===== src/rtl/barrel_shift_seq.sv =====
// Command sequencer for an external 8-bit combinational barrel shifter: buffers shift commands,
// splits large amounts into passes of at most 7 and returns results on a valid/ready port.
module barrel_shift_seq #(
  parameter int unsigned DEPTH = 4,
  parameter int unsigned AMT_W = 4
) (
  input  logic                     clk,
  input  logic                     rst_n,
  input  logic                     cmd_valid,
  output logic                     cmd_ready,
  input  logic [7:0]               cmd_data,
  input  logic [AMT_W-1:0]         cmd_amt,
  input  logic                     cmd_lr,
  output logic [7:0]               sh_in,
  output logic [2:0]               sh_n,
  output logic                     sh_lr,
  input  logic [7:0]               sh_out,
  output logic                     res_valid,
  input  logic                     res_ready,
  output logic [7:0]               res_data,
  output logic                     busy,
  output logic [$clog2(DEPTH):0]   fifo_level
);

  localparam int unsigned PW = $clog2(DEPTH);
  localparam int unsigned LW = PW + 1;

  localparam logic [1:0] StIdle  = 2'd0;
  localparam logic [1:0] StShift = 2'd1;
  localparam logic [1:0] StDone  = 2'd2;

  logic [1:0]       state_q, state_d;
  logic [7:0]       acc_q, acc_d;
  logic [AMT_W-1:0] rem_q, rem_d;
  logic             lr_q, lr_d;
  logic             res_valid_q;

  logic [7:0]       mem_data [DEPTH];
  logic [AMT_W-1:0] mem_amt  [DEPTH];
  logic             mem_lr   [DEPTH];
  logic [PW-1:0]    wr_ptr_q, rd_ptr_q;
  logic [LW-1:0]    level_q;

  logic             push, pop, fifo_empty;
  logic [2:0]       step;
  logic [AMT_W-1:0] rem_next;

  assign cmd_ready  = (level_q < LW'(DEPTH));
  assign push       = cmd_valid && cmd_ready;
  assign fifo_empty = (level_q == '0);

  // Storage is not reset: only entries between the pointers are ever read.
  always_ff @(posedge clk) begin
    if (push) begin
      mem_data[wr_ptr_q] <= cmd_data;
      mem_amt[wr_ptr_q]  <= cmd_amt;
      mem_lr[wr_ptr_q]   <= cmd_lr;
    end
  end

  always_ff @(posedge clk or negedge rst_n) begin
    if (!rst_n) begin
      wr_ptr_q <= '0;
      rd_ptr_q <= '0;
      level_q  <= '0;
    end else begin
      if (push) wr_ptr_q <= wr_ptr_q + PW'(1);
      if (pop)  rd_ptr_q <= rd_ptr_q + PW'(1);
      if (push && !pop)      level_q <= level_q + LW'(1);
      else if (!push && pop) level_q <= level_q - LW'(1);
    end
  end

  always_comb begin
    step     = (rem_q > AMT_W'(7)) ? 3'd7 : rem_q[2:0];
    rem_next = rem_q - AMT_W'(step);
  end

  always_comb begin
    state_d = state_q;
    acc_d   = acc_q;
    rem_d   = rem_q;
    lr_d    = lr_q;
    pop     = 1'b0;
    case (state_q)
      StIdle: begin
        if (!fifo_empty) pop = 1'b1;
      end
      StShift: begin
        acc_d = sh_out;
        rem_d = rem_next;
        if (rem_next == '0) state_d = StDone;
      end
      StDone: begin
        if (res_ready) begin
          if (!fifo_empty) pop = 1'b1;
          else             state_d = StIdle;
        end
      end
      default: state_d = StIdle;
    endcase
    // A pop always loads a fresh command, whether from IDLE or straight out of DONE.
    if (pop) begin
      acc_d   = mem_data[rd_ptr_q];
      rem_d   = mem_amt[rd_ptr_q];
      lr_d    = mem_lr[rd_ptr_q];
      state_d = StShift;
    end
  end

  always_ff @(posedge clk or negedge rst_n) begin
    if (!rst_n) begin
      state_q     <= StIdle;
      acc_q       <= '0;
      rem_q       <= '0;
      lr_q        <= 1'b0;
      res_valid_q <= 1'b0;
    end else begin
      state_q     <= state_d;
      acc_q       <= acc_d;
      rem_q       <= rem_d;
      lr_q        <= lr_d;
      res_valid_q <= (state_d == StDone);
    end
  end

  always_comb begin
    sh_in      = acc_q;
    sh_n       = (state_q == StShift) ? step : 3'd0;
    sh_lr      = lr_q;
    res_valid  = res_valid_q;
    res_data   = acc_q;
    busy       = (state_q != StIdle);
    fifo_level = level_q;
  end

endmodule


===== config.mk =====
export PLATFORM = sky130hd
export DESIGN_NAME = barrel_shift_seq
export DESIGN_NICKNAME = d
export VERILOG_FILES = /design/src/rtl/barrel_shift_seq.sv
export SDC_FILE = /design/constraint.sdc
export NUM_CORES = 1
export LEC_CHECK = 0
export BUFFER_PORTS_ARGS = -buffer_cell sky130_fd_sc_hd__buf_2
export CORE_ASPECT_RATIO = 1.4
export CORE_MARGIN = 8
export CORE_UTILIZATION = 50
export DETAILED_ROUTE_END_ITERATION = 12
export PLACE_DENSITY = 0.72
export SETUP_SLACK_MARGIN = 0.02
export SYNTH_ARGS = -nofsm -noshare
export SYNTH_HDL_FRONTEND = slang
export SYNTH_SLANG_ARGS = --single-unit

===== constraint.sdc =====
create_clock -name clk -period 3.58 [get_ports clk]
set_clock_uncertainty 0.1 [all_clocks]
set_input_delay 0.537 -clock clk [delete_from_list [all_inputs] [get_ports clk]]
set_output_delay 0.537 -clock clk [all_outputs]
set_load 0.005 [all_outputs]

==> summary.md, run 1 <==
| Metric | Value |
|---|---|
| Site row count | 34 |
| Global-route wire length before repair | 9.00 mm |
| Drt pass-1 iters | 4 |
| Lkg Pwr | 0.00146 uW |
| CP arrival | 2.52 ns |
| Routed WL | 5.52 mm |
| Vias in the first global route | 1807 |
| Psw | 952 uW |
| Multi-input logic area | 885 um^2 |
| Clock Sinks | 75 |
| GP Congestion | 0.730 |
| Hold Fails Final Rpt | 0 |
| Ant. Diodes | 0 |
| Placed Cells | 296 |
| Die ar. | 9190 um^2 |
| Fraction of layout cells with a size suffix above 1 | 0.317 |
| Worst Path Required | 3.75 ns |
| Cts repair resizes | 0 |
| Most common cell after layout, fill and taps aside | edfxtp_1 |
| Final hold slack | 0.0605 ns |
| Clock transition at path regs | 0.08 ns |
| Vias | 1698 |
| Vias per cell | 5.44 |
| Top Ports | 51 |
| Net count, final | 267 |
| CTS tree | built |
| Crit path time final | 2.35 ns |
| Worst VDD drop | 0.322 mV |
| Max clock buf depth | 2 |
| Clock Power Share | 0.230 |
| Num CTS Buffers | 9 |
| CP Max Fanout | 18 |
| CTS Hold Bufs | 0 |
| Post-CTS Setup Inserts | 0 |
| Layout Utilization | 0.587 |
| Non-filler cells in the finished layout | 312 |
| Synth Cell Area | 3170 um^2 |
| Commonest non-fill, non-tap cells in the layout | 52 x edfxtp_1, 50 x buf_2, 23 x dfrtp_1 |
| Int Power | 2080 uW |
| CP Capture Type | flip-flop |
| Switch share | 0.314 |
| Antenna Nets Post-Route | 0 |
| Area growth syn-to-layout | 14.0% |
| Drt wl/cell | 17.7 um |
| Core ar. | 6170 um^2 |
| Synth Instances | 189 |
| Seq pwr share | 0.448 |
| Startpoint Class | flip-flop |
| Yosys warnings | 0 |
| RSZ-0062 raised after global routing | false |
| Detailed Route Iter0 Violations | 76 |
| Largest net degree at the start of global routing | 24 |
| DRC Markers | 0 |
| Rel. slew slack | 0.486 |
| Combinational power share | 0.322 |
| Root buffer cell | clkbuf_8 |
| Worst min path class | primary input to asynchronous set/reset pin |
| Max Freq | 0.426 GHz |
| Fin crit share | 0.656 |
| Max Cap Viol | 0 |
| Final count of pins violating max slew | 0 |
| Status | finished, final reports clean |
| Net count after synthesis | 221 |
| Least-Margin Pin Slew | 0.770 ns |
| Synth Flop Type | edfxtp_1 |
| Initial Utilization | 0.515 |
| Critical path class | flip-flop to flip-flop |
| Die Wd | 83.3 um |
| Initial antenna violation count | 0 |
| Setup TNS | 0 ns |
| #FFs+latches synth | 75 |
| Storage cell area | 2140 um^2 |
| Port Buffers | 50 |
| GRT Residual Overflow | 0 |
| Power Density | 838 nW/um^2 |
| Total GRT Usage | 0.127 |
| FFs w/ async S/R, synth | 0.307 |
| Post-DP HPWL | 3.86 mm |
| Die Height | 110 um |
| Synth unique cells | 30 |
| # H-tree levels | 3 |
| Seq/Total Area, Yosys | 0.673 |
| # fillers | 483 |
| Avg Inst Size Synth | 16.8 um^2 |
| Worst skew pair latency | 0.34 ns |
| Number of synthesized flops with an enable pin | 52 |
| Final Setup Violations | 0 |
==> area by class of cell <==
cell class / instances / area share
tap: 72 / 0.0249
clock buffer: 9 / 0.0342
sequential: 75 / 0.590
inverter: 9 / 0.00933
multi-input combinational: 89 / 0.244
clock inverter: 7 / 0.0256
timing repair buffer: 51 / 0.0712
==> power groups by stage <==
stage,Combinational [uW],Sequential (uW),Clock [uW]
2_1_floorplan,844,1290,0
3_3_place_gp,976,1370,0
3_5_place_dp,998,1380,0
4_1_cts,999,1370,715
5_1_grt,1090,1400,750
6_report,976,1360,698
==> synthesized netlist by cell type (2+ instances only) <==
| cell type | instances | share of area |
|---|---|---|
| and2_1 | 4 | 0.0079 |
| clkbuf_1 | 4 | 0.0047 |
| mux4_2 | 4 | 0.028 |
| buf_4 | 9 | 0.021 |
| mux2_2 | 3 | 0.011 |
| nand2b_1 | 4 | 0.0079 |
| a221o_1 | 9 | 0.028 |
| o21ai_0 | 7 | 0.011 |
| nand2_1 | 5 | 0.0059 |
| ha_1 | 6 | 0.024 |
| mux4_1 | 9 | 0.074 |
| dfrtp_1 | 23 | 0.18 |
| a22o_1 | 3 | 0.0083 |
| edfxtp_1 | 52 | 0.49 |
| inv_1 | 9 | 0.011 |
| xnor2_1 | 4 | 0.011 |
| nor2_1 | 10 | 0.012 |
| nor2b_1 | 11 | 0.022 |
| xor2_1 | 2 | 0.0055 |
==> critical path: stages, from the launching register on <==
cell and delay (ns):
dfrtp_1 0.44, nor3_1 0.31, a211o_2 0.36, ha_1 0.25, inv_1 0.06, fa_1 0.37
xor2_1 0.15, nor2_1 0.12, xnor2_1 0.13
==> sequential cells by signal (all words and copies together) (netlist names) <==
signal and cells:
state_q 2, rem_q 4, mem_amt 16, rd_ptr_q 2, fifo_level 3, wr_ptr_q 2
res_valid 1, mem_data 32, res_data 8, sh_lr 1, mem_lr 4
==> cell families (layout without fill, tap and decap cells) <==
logic type,after synthesis,after routing,share of synthesized area
compound gates,22,22,0.0560
xor+xnor,6,6,0.0166
fa+ha+maj,7,7,0.0300
buf+inv,25,76,0.0481
flops,75,75,0.673
mux,16,16,0.114
simple gates,38,38,0.0627
==> path summary, 6_finish.rpt <==
path / startpoint / end / slack, ns / depth (start not counted)
min in group clk: cmd_data[7] / mem_data[2][7]$_DFFE_PP_ / 0.31 / 1
max: fifo_level[0]$_DFFE_PN0P_ / fifo_level[2]$_DFFE_PN0P_ / 1.23 / 8
max reg2reg: fifo_level[0]$_DFFE_PN0P_ / fifo_level[2]$_DFFE_PN0P_ / 1.23 / 8
max in group asynchronous: rst_n / rd_ptr_q[1]$_DFFE_PN0P_ / 2.96 / 1
min: rst_n / wr_ptr_q[0]$_DFFE_PN0P_ / 0.06 / 1
min reg2reg: sh_lr$_DFFE_PN0P_ / sh_lr$_DFFE_PN0P_ / 0.43 / 1
==> metal layers <==
layer	global-route usage	share of wire	vias up
li1	-	-	798
met2	0.219	0.52	50
met5	0	0	-
met1	0.130	0.40	841
met4	0.0806	0.023	0
met3	0.0463	0.060	9
==> through the flow <==
| step | cell area (um^2) | worst slack (ns) | total power, uW |
|---|---|---|---|
| finish | 3620 | 1.23 | 3030 |
| global route | 3620 | 1.03 | 3240 |
| floorplan | 3170 | 1.34 | 2130 |
| CTS | 3620 | 1.21 | 3080 |
| detailed placement | 3400 | 1.19 | 2380 |
| global placement | 3400 | 1.23 | 2350 |
Note: power is estimated with default switching activity, not from simulation.
==> run 2: changes to the inputs <==
- clock period: 3.58 -> 2.3 ns (I/O delays scaled with it)
==> run 2 against run 1 <==
Effect of this change:
- critical path depth unchanged
- register-to-register slack worse by 0.96 ns
- routed wire length up 1.9%
- sequential share of layout area down 1.6 points
- sequential power up 50%
- critical endpoint unchanged
- largest power group unchanged
==> summary.md, run 2 (synthesis results as in run 1) <==
| Metric | Value |
|---|---|
| Num CTS Buffers | 9 (unchanged) |
| Clock Power Share | 0.260 (+0.030) |
| Lkg Pwr | 0.00151 uW (+3.8%) |
| Combinational power share | 0.331 (+0.009) |
| Area growth syn-to-layout | 17.3% |
| Die ar. | 9190 um^2 (unchanged) |
| Fin crit share | 0.882 (+0.226) |
| Rel. slew slack | 0.614 (+0.127) |
| Port Buffers | 50 (unchanged) |
| Non-filler cells in the finished layout | 320 (+2.6%) |
| CP Max Fanout | 4 (-14) |
| Post-CTS Setup Inserts | 0 (unchanged) |
| Detailed Route Iter0 Violations | 37 (-51%) |
| Top reg by flops | mem_data |
| RSZ-0062 raised after global routing | false |
| Top Ports | 51 (unchanged) |
| Max clock buf depth | 2 (unchanged) |
| Worst min path class | primary input to flip-flop |
| CTS Hold Bufs | 1 (+1) |
| Design Area, Final | 3720 um^2 (+2.8%) |
| Post-DP HPWL | 3.82 mm (-1.0%) |
| Final Setup Violations | 0 (unchanged) |
| Worst skew pair latency | 0.35 ns (about the same) |
| Drt pass-1 iters | 4 (unchanged) |
| Largest net degree at the start of global routing | 24 (unchanged) |
| Placed instance area | 3460 um^2 (+1.5%) |
| Antenna Nets Post-Route | 0 (unchanged) |
| Power Density | 1340 nW/um^2 (+60%) |
| CP Capture Type | flip-flop |
| Ant. Diodes | 0 (unchanged) |
| Vias per cell | 5.36 (-1.5%) |
| GP Congestion | 0.772 (+5.7%) |
| Drt wl/cell | 17.6 um (-0.68%) |
| Max Freq | 0.493 GHz (+16%) |
| Int Power | 3510 uW (+69%) |
| Clock Sinks | 75 (unchanged) |
| Commonest non-fill, non-tap cells in the layout | 52 x edfxtp_1, 50 x buf_2, 23 x dfrtp_1 |
| Net count, final | 275 (+3.0%) |
| Critical path class | flip-flop to flip-flop |
| GRT Residual Overflow | 0 (unchanged) |
| Root buffer cell | clkbuf_8 |
| Cts repair resizes | 0 (unchanged) |
| Max Cap Viol | 0 (unchanged) |
| Initial Utilization | 0.515 (unchanged) |
| Setup TNS | 0 ns (unchanged) |
| Hold wc startpoint | cmd_data[5] |
| Largest register FFs | 32 (unchanged) |
| Seq pwr share | 0.410 (-0.038) |
| Clock transition at path regs | 0.07 ns (about the same) |
| Startpoint Class | flip-flop |
| Placed Cells | 303 (+2.4%) |
| Final hold slack | 0.112 ns (+0.0510 ns) |
| Reg2reg start | fifo_level[0]$_DFFE_PN0P_ |
| CTS tree | built |
| Vias | 1716 (+1.1%) |
| Most common cell after layout, fill and taps aside | edfxtp_1 |
| Worst Setup SP | fifo_level[0]$_DFFE_PN0P_ |
| Status | finished, final reports clean |
| Vias in the first global route | 1822 (+0.83%) |
| Worst Path Required | 2.47 ns (-1.28 ns) |
| Hold Fails Final Rpt | 0 (unchanged) |
| CP arrival | 2.20 ns (-0.32 ns) |
| Fraction of layout cells with a size suffix above 1 | 0.327 (+0.00995) |
| Overall Power | 4980 uW (+64%) |
| Switch share | 0.295 (-0.0185) |
| Die Height | 110 um (unchanged) |
| Worst VDD drop | 0.445 mV (+38%) |
| Initial antenna violation count | 0 (unchanged) |
| Total GRT Usage | 0.132 (+0.00454) |
| Core ar. | 6170 um^2 (unchanged) |
| DRC Markers | 0 (unchanged) |
| Routed WL | 5.63 mm (+1.9%) |
| Die Wd | 83.3 um (unchanged) |
| Crit path time final | 2.03 ns (-0.320 ns) |
| Site row count | 34 (unchanged) |
| Psw | 1470 uW (+55%) |
| Global-route wire length before repair | 9.25 mm (+2.8%) |
| Final count of pins violating max slew | 0 (unchanged) |
| Least-Margin Pin Slew | 0.579 ns (-0.191 ns) |
| # H-tree levels | 3 (unchanged) |
run 2: cell count changes in the layout (fill, tap and decap cells not counted), sizes merged:
cell,previous run,this run
dlygate4sd3,0,1
clkbuf,9,11
bufinv,2,4
buf,51,58
clkinv,5,1
run 2: final timing paths:
| path | endpoint | slack [ns] | depth (start not counted) |
|---|---|---|---|
| setup / recovery | fifo_level[2]$_DFFE_PN0P_ | 0.27 | 8 |
| hold / removal | mem_data[2][5]$_DFFE_PP_ | 0.11 | 1 |
| setup reg to reg | fifo_level[2]$_DFFE_PN0P_ | 0.27 | 8 |
| hold reg to reg | sh_lr$_DFFE_PN0P_ | 0.41 | 1 |
| max in group asynchronous | res_data[0]$_DFFE_PN0P_ | 1.33 | 2 |
| min in group asynchronous | sh_lr$_DFFE_PN0P_ | 0.41 | 2 |
run 2: power by group through the flow:
stage | Sequential (uW) | Clock [uW] | Combinational [uW]
floorplan | 2010 | 0 | 1310
global placement | 2060 | 0 | 1640
detailed placement | 2080 | 0 | 1680
CTS | 2050 | 1320 | 1700
global route | 2100 | 1370 | 1840
finish | 2040 | 1290 | 1650
run 2: area by class of cell:
type / instances / area (um^2)
timing repair buffer: 59 / 320
clock inverter: 5 / 125
tap: 72 / 90.1
multi-input combinational: 89 / 885
inverter: 9 / 33.8
clock buffer: 11 / 131
sequential: 75 / 2140
fill: 471 / 2450
run 2: metrics by stage:
stage | setup slack, ns | utilization
2_1_floorplan | 0.136 | -
3_3_place_gp | 0.301 | 0.560
3_5_place_dp | 0.261 | 0.560
4_1_cts | 0.238 | 0.603
5_1_grt | 0.110 | 0.603
6_report | 0.270 | 0.603
run 2: worst max-delay path, cell delays in order (launching register included):
cell     delay [ns]
dfrtp_1        0.43
nor3_1         0.28
a211o_2        0.17
ha_1           0.17
inv_1          0.06
fa_1           0.37
xor2_1         0.15
nor2_1         0.11
xnor2_1        0.12
run 2: routing by layer:
metal  up-vias  wire length (um)  GRT usage
li1        816                 -          -
met1       851              2270      0.138
met2        42              2900      0.225
met3         7               327     0.0507
met4         0               121     0.0756
met5         -                 0          0
==> run 3: changes to the inputs <==
- CELL_PAD_IN_SITES_DETAIL_PLACEMENT: not set -> 1
- CELL_PAD_IN_SITES_GLOBAL_PLACEMENT: not set -> 2
- CORE_UTILIZATION: 50 -> 40
- PLACE_DENSITY: 0.72 -> not set
- PLACE_DENSITY_LB_ADDON: not set -> 0.1
==> run 3 against run 2 <==
Effect of this change:
- first-iteration DRC count is 110% higher
- clock-buffer cell count stayed put
- routed wire length is 15% higher
- cell count is 8.4% higher
- worst hold slack better by 0.011 ns
- register-to-register slack worse by 0.05 ns
- critical path type unchanged
==> summary.md, run 3 (synthesis results as in run 1) <==
| Metric | Value |
|---|---|
| Status | finished, final reports clean |
| Fraction of layout cells with a size suffix above 1 | 0.312 (-0.0149) |
| Multi-input logic area | 885 um^2 (unchanged) |
| Hold Fails Final Rpt | 0 (unchanged) |
| # fillers | 783 (+66%) |
| CP arrival | 2.24 ns (+0.04 ns) |
| Port Buffers | 50 (unchanged) |
| Max Cap Viol | 0 (unchanged) |
| Final Setup Violations | 0 (unchanged) |
| Largest net degree at the start of global routing | 24 (unchanged) |
| Startpoint Class | flip-flop |
| Ant. Diodes | 0 (unchanged) |
| GRT Max-Usage Layer | met2 |
| Layout Utilization | 0.471 (-0.132) |
| Reg2reg end | fifo_level[2]$_DFFE_PN0P_ |
| CP max stage delay | 0.44 ns (about the same) |
| Die ar. | 11100 um^2 (+21%) |
| Num CTS Buffers | 9 (unchanged) |
| Root buffer cell | clkbuf_8 |
| R2R setup slack | 0.22 ns (-0.05 ns) |
| CP Capture Type | flip-flop |
| Worst Reg-to-Reg Cells | 8 (unchanged) |
| Core ar. | 7750 um^2 (+26%) |
| Setup TNS | 0 ns (unchanged) |
| Crit path time final | 2.08 ns (+0.0492 ns) |
| Antenna Nets Post-Route | 0 (unchanged) |
| Most common cell after layout, fill and taps aside | edfxtp_1 |
| Vias in the first global route | 1997 (+9.6%) |
| Die Wd | 91.3 um (+9.5%) |
| Worst Path Required | 2.46 ns (about the same) |
| Drt wl/cell | 18.6 um (+5.8%) |
| CTS tree | built |
| Max clock buf depth | 2 (unchanged) |
| Drt pass-1 iters | 4 (unchanged) |
| Hold wc startpoint | cmd_amt[2] |
| Post-DP HPWL | 4.64 mm (+22%) |
| Max Freq | 0.481 GHz (-2.4%) |
| Largest register FFs | 32 (unchanged) |
| Initial antenna violation count | 0 (unchanged) |
| Critical-path top delay cell | dfrtp_1 |
| Least-Margin Pin Slew | 0.629 ns (+0.0499 ns) |
| GP Congestion | 0.750 (-2.9%) |
| Total GRT Usage | 0.125 (-0.00650) |
| Worst skew pair latency | 0.33 ns (-0.02 ns) |
| Vias | 1732 (+0.93%) |
| Worst min path class | primary input to flip-flop |
| Reg2reg start | fifo_level[0]$_DFFE_PN0P_ |
| Placed Cells | 331 (+9.2%) |
| GRT Residual Overflow | 0 (unchanged) |
| Global-route wire length before repair | 10.5 mm (+13%) |
| Final count of pins violating max slew | 0 (unchanged) |
| RSZ-0062 raised after global routing | false |
| Non-filler cells in the finished layout | 347 (+8.4%) |
| Vias per cell | 4.99 (-6.9%) |
| Initial Utilization | 0.410 (-0.105) |
| Top Ports | 51 (unchanged) |
| Clock transition at path regs | 0.07 ns (about the same) |
| # H-tree levels | 3 (unchanged) |
| Detailed Route Iter0 Violations | 79 (+110%) |
| Critical path class | flip-flop to flip-flop |
| Met1 Use GR | 0.130 (-0.00730) |
| DRC Markers | 0 (unchanged) |
| M3 GR Usage | 0.0421 (-0.00863) |
| Storage cell area | 2140 um^2 (unchanged) |
| Clock Sinks | 75 (unchanged) |
| Commonest non-fill, non-tap cells in the layout | 52 x edfxtp_1, 50 x buf_2, 23 x dfrtp_1 |
| Area growth syn-to-layout | 15.0% |
| Top reg by flops | mem_data |
| Worst hold endpoint | mem_amt[3][2]$_DFFE_PP_ |
| Worst hold path stage count | 1 (unchanged) |
| Net count, final | 275 (unchanged) |
| Rel. slew slack | 0.581 (-0.0333) |
| Met2 Use GR | 0.222 (-0.00249) |
| Power Density | 1260 nW/um^2 (-6.2%) |
| Lkg Pwr | 0.00145 uW (-3.7%) |
| Fin crit share | 0.904 (+0.0214) |
| Worst VDD drop | 0.486 mV (+9.2%) |
| Routed WL | 6.45 mm (+15%) |
| Crit-path cells | nor3_1 -> a211o_2 -> ha_1 -> inv_1 -> fa_1 -> xor2_1 -> nor2_1 -> xnor2_1 |
| Site row count | 38 (+12%) |
| Die Height | 121 um (+10%) |
| CP Max Fanout | 4 (unchanged) |
run 3: cell types whose count changed in the layout (fill, tap and decap cells not counted), sizes merged:
| cell | delta |
|---|---|
| bufinv | -4 |
| clkinv | +2 |
| clkinvlp | +1 |
run 3: how the worst max path moves through the flow:
stage | start | to | slack [ns] | cells past startpoint
after floorplan | fifo_level[0]$_DFFE_PN0P_ | fifo_level[1]$_DFFE_PN0P_ | 0.14 | 7
after global placement | fifo_level[0]$_DFFE_PN0P_ | fifo_level[2]$_DFFE_PN0P_ | 0.30 | 8
after detailed placement | fifo_level[0]$_DFFE_PN0P_ | fifo_level[2]$_DFFE_PN0P_ | 0.19 | 8
after CTS | fifo_level[0]$_DFFE_PN0P_ | fifo_level[2]$_DFFE_PN0P_ | 0.17 | 8
after global routing | fifo_level[0]$_DFFE_PN0P_ | fifo_level[2]$_DFFE_PN0P_ | 0.05 | 8
final | fifo_level[0]$_DFFE_PN0P_ | fifo_level[2]$_DFFE_PN0P_ | 0.22 | 8
run 3: per-layer routing:
metal	wire length, um	vias up
met4	81	0
met1	2660	873
met5	0	-
met2	3430	38
li1	-	813
met3	278	8
run 3: worst max-delay path: cells and delay by family (launching register included):
kind                     cells  cell delay [ns]
buffers and inverters        1             0.06
AND/OR/NAND/NOR              2             0.40
flip-flops                   1             0.44
adder cells (fa/ha/maj)      2             0.54
AO/OA/AOI/OAI                1             0.16
XOR/XNOR                     2             0.30
run 3: per-stage QoR:
stage,setup slack [ns],hold WS (ns),area (um^2),power (uW)
2_1_floorplan,0.136,-0.0506,3170,3320
3_3_place_gp,0.298,0.254,3490,3740
3_5_place_dp,0.190,0.264,3490,3870
4_1_cts,0.173,0.0985,3650,4690
5_1_grt,0.0485,0.107,3650,4930
6_report,0.221,0.122,3650,4590
run 3: layout make-up:
cell class | instances | share of cell area
clock inverter | 4 | 0.00514
timing repair buffer | 59 | 0.0877
multi-input combinational | 89 | 0.242
inverter | 9 | 0.00925
tap | 100 | 0.0343
sequential | 75 | 0.585
clock buffer | 11 | 0.0360
run 3: what timing repair did:
action,4_1_cts,5_1_grt
buffers inserted,0,0
hold buffers,1,0
hold endpoints to repair,23,0
resized for setup,0,0
run 3: where the power goes:
| group | internal, uW | leakage (uW) | total (uW) | switching, uW |
|---|---|---|---|---|
| clock | 375 | 0.0000719 | 808 | 433 |
| combinational | 888 | 0.000632 | 1720 | 833 |
| sequential | 1800 | 0.000751 | 2060 | 256 |
